**src/rtl/branch_predict_unit.sv**
```systemverilog
// Branch predictor: 2-bit counter BHT merged with a tagged BTB, plus a sequential flush walker.
// Optional macro BPU_BYPASS_EN forwards a same-cycle update into the lookup path.
module branch_predict_unit #(
  parameter int          ENTRIES  = 32,
  parameter int          PC_W     = 32,
  parameter logic [1:0]  CTR_INIT = 2'b01
) (
  input  logic            clk,
  input  logic            start_n,
  input  logic [PC_W-1:0] pc_predict,
  output logic            take_branch,
  output logic            hit,
  output logic [PC_W-1:0] target_predict,
  input  logic            update,
  input  logic [PC_W-1:0] update_pc,
  input  logic            update_taken,
  input  logic            update_btb,
  input  logic [PC_W-1:0] update_target,
  input  logic            flush,
  output logic            busy
);
  localparam int IDX_W = $clog2(ENTRIES);
  localparam int TAG_W = PC_W - IDX_W - 2;

  typedef enum logic {S_IDLE, S_FLUSH} state_e;

  state_e                             state_q, state_d;
  logic [IDX_W-1:0]                   ptr_q, ptr_d;
  logic [ENTRIES-1:0][1:0]            ctr_q;
  logic [ENTRIES-1:0]                 valid_q;
  logic [ENTRIES-1:0][TAG_W-1:0]      tag_q;
  logic [ENTRIES-1:0][PC_W-1:0]       tgt_q;

  logic [IDX_W-1:0] l_idx, u_idx;
  logic [TAG_W-1:0] l_tag, u_tag;
  logic [1:0]       u_ctr, ctr_upd_d;
  logic             upd_en, btb_wr;

  assign l_idx = pc_predict[IDX_W+1:2];
  assign l_tag = pc_predict[PC_W-1:IDX_W+2];
  assign u_idx = update_pc[IDX_W+1:2];
  assign u_tag = update_pc[PC_W-1:IDX_W+2];

  assign busy   = (state_q == S_FLUSH);
  assign upd_en = update && !busy;
  assign btb_wr = upd_en && update_taken && update_btb;
  assign u_ctr  = ctr_q[u_idx];

  always_comb begin
    ctr_upd_d = u_ctr;
    if (update_taken) begin
      if (u_ctr != 2'b11) ctr_upd_d = u_ctr + 2'd1;
    end else begin
      if (u_ctr != 2'b00) ctr_upd_d = u_ctr - 2'd1;
    end
  end

  // Lookup path; busy blanks everything so fetch never trusts a half-cleared table.
  always_comb begin
    take_branch    = ctr_q[l_idx][1];
    hit            = valid_q[l_idx] && (tag_q[l_idx] == l_tag);
    target_predict = tgt_q[l_idx];
`ifdef BPU_BYPASS_EN
    if (upd_en && (u_idx == l_idx)) begin
      take_branch = ctr_upd_d[1];
      if (btb_wr) begin
        hit            = (u_tag == l_tag);
        target_predict = update_target;
      end
    end
`endif
    if (busy) begin
      take_branch    = 1'b0;
      hit            = 1'b0;
      target_predict = '0;
    end
  end

  always_comb begin
    state_d = state_q;
    ptr_d   = ptr_q;
    case (state_q)
      S_IDLE: if (flush) begin
        state_d = S_FLUSH;
        ptr_d   = '0;
      end
      S_FLUSH: begin
        ptr_d = ptr_q + 1'b1;
        if (ptr_q == IDX_W'(ENTRIES-1)) state_d = S_IDLE;
      end
      default: state_d = S_IDLE;
    endcase
  end

  always_ff @(posedge clk or negedge start_n) begin
    if (!start_n) begin
      state_q <= S_IDLE;
      ptr_q   <= '0;
    end else begin
      state_q <= state_d;
      ptr_q   <= ptr_d;
    end
  end

  always_ff @(posedge clk or negedge start_n) begin
    if (!start_n) begin
      for (int i = 0; i < ENTRIES; i++) begin
        ctr_q[i]   <= CTR_INIT;
        valid_q[i] <= 1'b0;
        tag_q[i]   <= '0;
        tgt_q[i]   <= '0;
      end
    end else if (busy) begin
      valid_q[ptr_q] <= 1'b0;
      ctr_q[ptr_q]   <= CTR_INIT;
    end else if (upd_en) begin
      ctr_q[u_idx] <= ctr_upd_d;
      if (btb_wr) begin
        valid_q[u_idx] <= 1'b1;
        tag_q[u_idx]   <= u_tag;
        tgt_q[u_idx]   <= update_target;
      end
    end
  end
endmodule
```
**config.mk**
```make
export PLATFORM = sky130hd
export DESIGN_NAME = branch_predict_unit
export DESIGN_NICKNAME = d
export VERILOG_FILES = /design/src/rtl/branch_predict_unit.sv
export SDC_FILE = /design/constraint.sdc
export NUM_CORES = 2
export LEC_CHECK = 0
export BUFFER_PORTS_ARGS = -buffer_cell sky130_fd_sc_hd__buf_2
export CORE_AREA = 2 2 356 447
export CTS_CLUSTER_DIAMETER = 40
export CTS_CLUSTER_SIZE = 12
export DETAILED_ROUTE_END_ITERATION = 6
export DIE_AREA = 0 0 358 449
export GPL_TIMING_DRIVEN = 0
export MAX_ROUTING_LAYER = met4
export PLACE_DENSITY = 0.72
export SYNTH_ARGS = -nofsm -noshare
export SYNTH_HDL_FRONTEND = slang
export SYNTH_SLANG_ARGS = --single-unit
```
**constraint.sdc**
```tcl
create_clock -name clk -period 2.6 [get_ports clk]
set_clock_uncertainty 0.15 [all_clocks]
set_input_delay 0.13 -clock clk [delete_from_list [all_inputs] [get_ports clk]]
set_output_delay 0.13 -clock clk [all_outputs]
set_load 0.1 [all_outputs]
```
After elaboration in Yosys (flattened, before gate mapping)
Index checks and enable logic that the tools add are counted.

cells by class
  $add $sub $neg = 3
  $lt $le $gt $ge = 5
  equal/unequal tests = 4
  muxes and demuxes = 41
  bitwise gates (word level) = 7
  reduce and logical (&&, ||, !) cells = 12

operators by type and width
  kind                  count
  $bwmux W1024          1
  $bwmux W800           1
  $mux W32              6
  $bmux W32 S5          1
  $demux W32 S5         1
  $mux W64              2
  $bmux W25 S5          1
  $demux W25 S5         1
  $and A32 B32 Y32      2
  $bwmux W64            1
  $not A32 Y32          2
  $or A32 B32 Y32       2
  $mux W25              2
  $eq A25 B25 Y1        1
  $bmux W2 S5           2
  $demux W2 S5          2
  $lt A5 B6 Y1 const B  3
  $mux W2               7
  $demux W1 S5          2
  $ge A5 B1 Y1 const B  2
  $pmux W5 S2           1
  $mux W1               7
  $logic_and A1 B1 Y1   6
  $reduce_bool A2 Y1    3
  12 further kinds      13

word-level totals
  register bits after elaboration = 1926
  output and inout port bits = 35
  word-level logic and storage cells = 171

Longest topological paths before layout
  word-level depth = 8
  depth in mapped cells = 13

Worst setup path before layout
OpenSTA, ideal clock, no wires.

  kind = in2out
  start = in pc_predict[3]
  end = out hit
  data arrival time = 3.828 ns
  slack = -1.508 ns
  cell stages on the path = 11
  cells stage by stage = buf_2 buf_6 buf_6 buf_2 buf_4 mux4_2 a221oi_1 o311ai_0 xnor2_1 nand4_1 nor4_2

on the way
  cells in the longest elaborated chain, start to end = 5
  elaborated cells between the ends (all ways) = 7
  classes of those cells = 1 x eq/ne; 5 x mux; 1 x reduce/logical

RTL lines
  item                            RTL line  RTL
  start: declaration              10        input logic [PC_W-1:0] pc_predict,
  $bmux W25 S5                    61        hit = valid_q[l_idx] && (tag_q[l_idx] == l_tag);
  $mux W25 (implied by the code)  61
  $eq A25 B25 Y1                  61
  $logic_and A1 B1 Y1 *           61
  $mux W1 *                       72        if (busy) begin
  end: declaration                12        output logic hit,

Mark *: on every way between the ends. The rest lies on a longest branch, timed or not. The select of a mux whose other input is x is not followed.

Worst setup path in the final report
  start = in pc_predict[6]
  end = out hit

The elaborated chain is that of the path after synthesis.

==> insert_results.sql <==
INSERT INTO impl_metrics (metric_group, metric, value, unit) VALUES
('outcome', 'status', 'complete, but fails checks', ''),
('outcome', 'violations', 'hold timing, setup timing', ''),
('setup_path', 'critical_path_peak_fanout', '10', ''),
('timing', 'worst_slack', '-1700', 'ps'),
('setup_path', 'critical_path.startpoint_type', 'primary input', ''),
('timing', 'final_max_slew_viol_count', '0', ''),
('cts', 'sink_count_of_the_clock_tree', '1926', ''),
('timing', 'final.min_clock_period', '4300', 'ps'),
('setup_path', 'setup.reg_to_reg.worst_slack', '-190', 'ps'),
('cts', 'clkSlewWorstSetupHoldPaths', '60', 'ps'),
('global_routing', 'grt_util_all_layers', '0.392', ''),
('synth', 'synth_compound_area_frac', '0.0267', ''),
('layout', 'finalNetCount', '6586', ''),
('cts', 'tritoncts', 'done', ''),
('cts', 'clk_latency', '870', 'ps'),
('timing', 'post_route_clock_period_utilization', '1.65', ''),
('synth', 'yosys.area_share.xor_xnor', '0.00276', ''),
('synth', 'synth_simple_gate_area_frac', '0.0225', ''),
('power_and_ir_drop', 'power.static_leakage', '0.0523', 'uW'),
('die', 'core-area', '157000', 'sq um'),
('timing', 'hold-worst-slack', '-955', 'ps'),
('route', 'routed-via-count', '59035', ''),
('timing', 'transition_time_at_the_pin_with_the_least_slew_margin', '1280', 'ps'),
('layout', 'layout-drive-gt1-share', '0.546', ''),
('global_routing', 'maximum_number_of_pins_on_one_net_before_global_route_repair', '177', ''),
('synth', 'synth_largest_type_area_fraction', '0.534', ''),
('synth', 'leading_register_cell_type_out_of_synthesis', 'dfrtp_1', ''),
('timing', 'totalNegativeSetupSlack', '-115400', 'ps'),
('setup_path', 'timing.setup.critical_path_class', 'primary input to output port', ''),
('synth', 'total_nets_after_synthesis', '5894', ''),
('setup_path', 'crit_arrival', '4020', 'ps'),
('timing', 'rsz0062_at_grt', 'yes', ''),
('synth', 'synth_fa_ha_area_frac', '0.000832', ''),
('synth', 'synth.ff_latch_count', '1926', ''),
('timing', 'slew-limit-headroom', '0.149', ''),
('synth', 'synth_sequential_area_ratio', '0.544', ''),
('synth', 'synth-edff-count', '0', ''),
('synth', 'synthMuxAreaShare', '0.375', ''),
('die', 'rows', '163', ''),
('setup_path', 'critical_path.most_common_cell', 'nand4_1', ''),
('setup_path', 'worstSetupEndpoint', 'hit', ''),
('setup_path', 'critPathCaptureType', 'output port', ''),
('global_routing', 'antenna_found_initial', '21', ''),
('timing', 'final-setup-viol-count', '1258', ''),
('synth', 'ys.warnings.count', '0', ''),
('die', 'initial_core_utilization', '0.566', ''),
('synth', 'syn_area_per_cell', '15.3', 'sq um'),
('route', 'drtAntennaViolNets', '0', ''),
('setup_path', 'worst_path_max_delay_cell', 'nor2b_1', ''),
('layout', 'areaGrowthSynthToFinish', '22.9', '%'),
('power_and_ir_drop', 'power.ir.vdd_worst', '0.771', 'mV'),
('cts', 'cts-root-to-sink-buffers', '3', ''),
('setup_path', 'crit_path_cell_trace', 'buf_2 > clkbuf_1 > nor2b_1 > a22oi_1 > nand4_1 > nand4_1 > xor2_1 > nor2_1 > nand4_1 > nor4_4 > buf_6', ''),
('synth', 'synthCells', '5787', ''),
('cts', 'htreeDepth', '4', ''),
('worst_hold_path', 'timing.hold.worst.class', 'primary input to asynchronous set/reset pin', ''),
('global_routing', 'global_route_wire_length_before_repair', '433000', 'um'),
('setup_path', 'timing.critical_path.required', '2320', 'ps'),
('cts', 'cts_made_buffers', '217', ''),
('timing', 'hold_violations', '303', ''),
('timing', 'max_clock_freq', '0.233', 'GHz'),
('die', 'floorplan.die_area', '161000', 'sq um'),
('route', 'wire_length_after_detailed_routing', '315000', 'um'),
('flow_run', 'drv.max_cap_violation_count', '0', ''),
('setup_path', 'r2r-start', 'busy', ''),
('synth', 'ys_async_sr_fraction', '1.00', ''),
('die', 'ioPinCount', '137', ''),
('synth', 'synthesis.area', '88700', 'sq um'),
('route', 'initial_drt_markers', '6723', ''),
('setup_path', 'critical_path.reg2reg.endpoint', 'tgt_q[671]', ''),
('synth', 'synthDistinctLibCells', '65', '');
==> cells by family (layout without fill, tap and decap cells) <==
| logic type | count (synthesis) | in the layout |
|---|---|---|
| flops | 1926 | 1926 |
| fa+ha+maj | 6 | 6 |
| simple gates | 423 | 423 |
| other cells | 0 | 21 |
| xor+xnor | 28 | 28 |
| compound gates | 357 | 357 |
| mux | 2464 | 2464 |
| buf+inv | 583 | 1428 |
==> power breakdown <==
part | switching [uW] | internal [uW]
sequential | 612 | 31000
combinational | 4410 | 2610
clock | 13200 | 18800
total | 18200 | 52500
==> repair_timing <==
action,4_1_cts,5_1_grt
resized for setup,1105,431
setup buffers,73,111
hold buffers,111,6
pin swaps,43,30
setup endpoints to repair,2081,1548
hold endpoints to repair,2266,381
gates cloned,5,37
==> registers in the layout, indices dropped and copies added, names as in the netlist <==
register  count
tgt_q      1024
tag_q       800
ctr_q        64
valid_q      32
ptr_q         5
busy          1
==> layout make-up <==
cell class | count | area [sq um]
antenna | 21 | 52.6
buffer | 568 | 5570
clock buffer | 282 | 6080
clock inverter | 90 | 1300
fill | 10188 | 47600
inverter | 5 | 21.3
multi-input combinational | 3278 | 39500
sequential | 1926 | 48200
tap | 2062 | 2580
timing repair buffer | 483 | 5740
==> how the worst min path moves through the flow <==
stage | from | endpoint | slack (ps) | cells past startpoint
3_3_place_gp | flush | ptr_q[1] | 240 | 2
6_report | start_n | tag_q[442] | -960 | 1
4_1_cts | start_n | tag_q[342] | -950 | 1
2_1_floorplan | start_n | busy | -320 | 0
5_1_grt | start_n | tag_q[442] | -890 | 1
3_5_place_dp | start_n | tag_q[417] | -30 | 1
==> cell usage after synthesis (all sizes together) (4+ instances only) <==
master	instances
xor2	22
mux4	507
dfstp	32
or3	4
nor3b	6
nor3	10
and2	8
dfrtp	1894
xnor2	6
o211ai	24
nor2	47
ha	5
clkbuf	345
a22oi	74
nand3b	5
a221oi	8
o31ai	25
o21ai	77
mux2i	119
a21o	24
o2111ai	7
nor2b	18
mux2	1838
a21oi	67
buf	233
nand2b	12
nand4	21
nor4	4
nand3	55
and3b	7
a31oi	7
inv	5
o221ai	13
nand2	211
o22ai	7
and3	10
==> cell usage in the layout (no fill, tap or decap), types with 85 or more instances in the layout <==
master and instances:
buf_12 143, mux4_2 507, mux2i_1 117, buf_6 85
clkbuf_1 234, dfrtp_1 1892, nand2_1 132, dlygate4sd3_1 115
mux2_2 1745, clkbuf_16 272, buf_4 150, buf_2 116
mux2_4 93
==> per-layer routing <==
metal	vias up	global-route usage	wire length, um
li1	22975	-	-
met1	31416	0.479	113000
met2	3501	0.585	147000
met3	1143	0.0960	30500
met4	0	0.248	24500
met5	-	-	0
==> worst max-delay path: cells and delay by family <==
family	cells	cell delay, ps
and+or+nand+nor	6	2190
buffers and inverters	3	1150
AOI/OAI and AO/OA	1	270
xor gates and xnor gates	1	240
==> metrics by stage <==
step           instance area (sq um)  setup slack [ps]  cells  utilization
2_1_floorplan                  89200              -791   5787            -
3_3_place_gp                   92500            -43090   7977        0.590
3_5_place_dp                   92900             -2830   7994        0.593
4_1_cts                       106000             -1510   8553        0.675
5_1_grt                       109000             -1660   8712        0.696
6_report                      109000             -1700   8715        0.696
No activity file was read; power rests on OpenSTA's default activity.
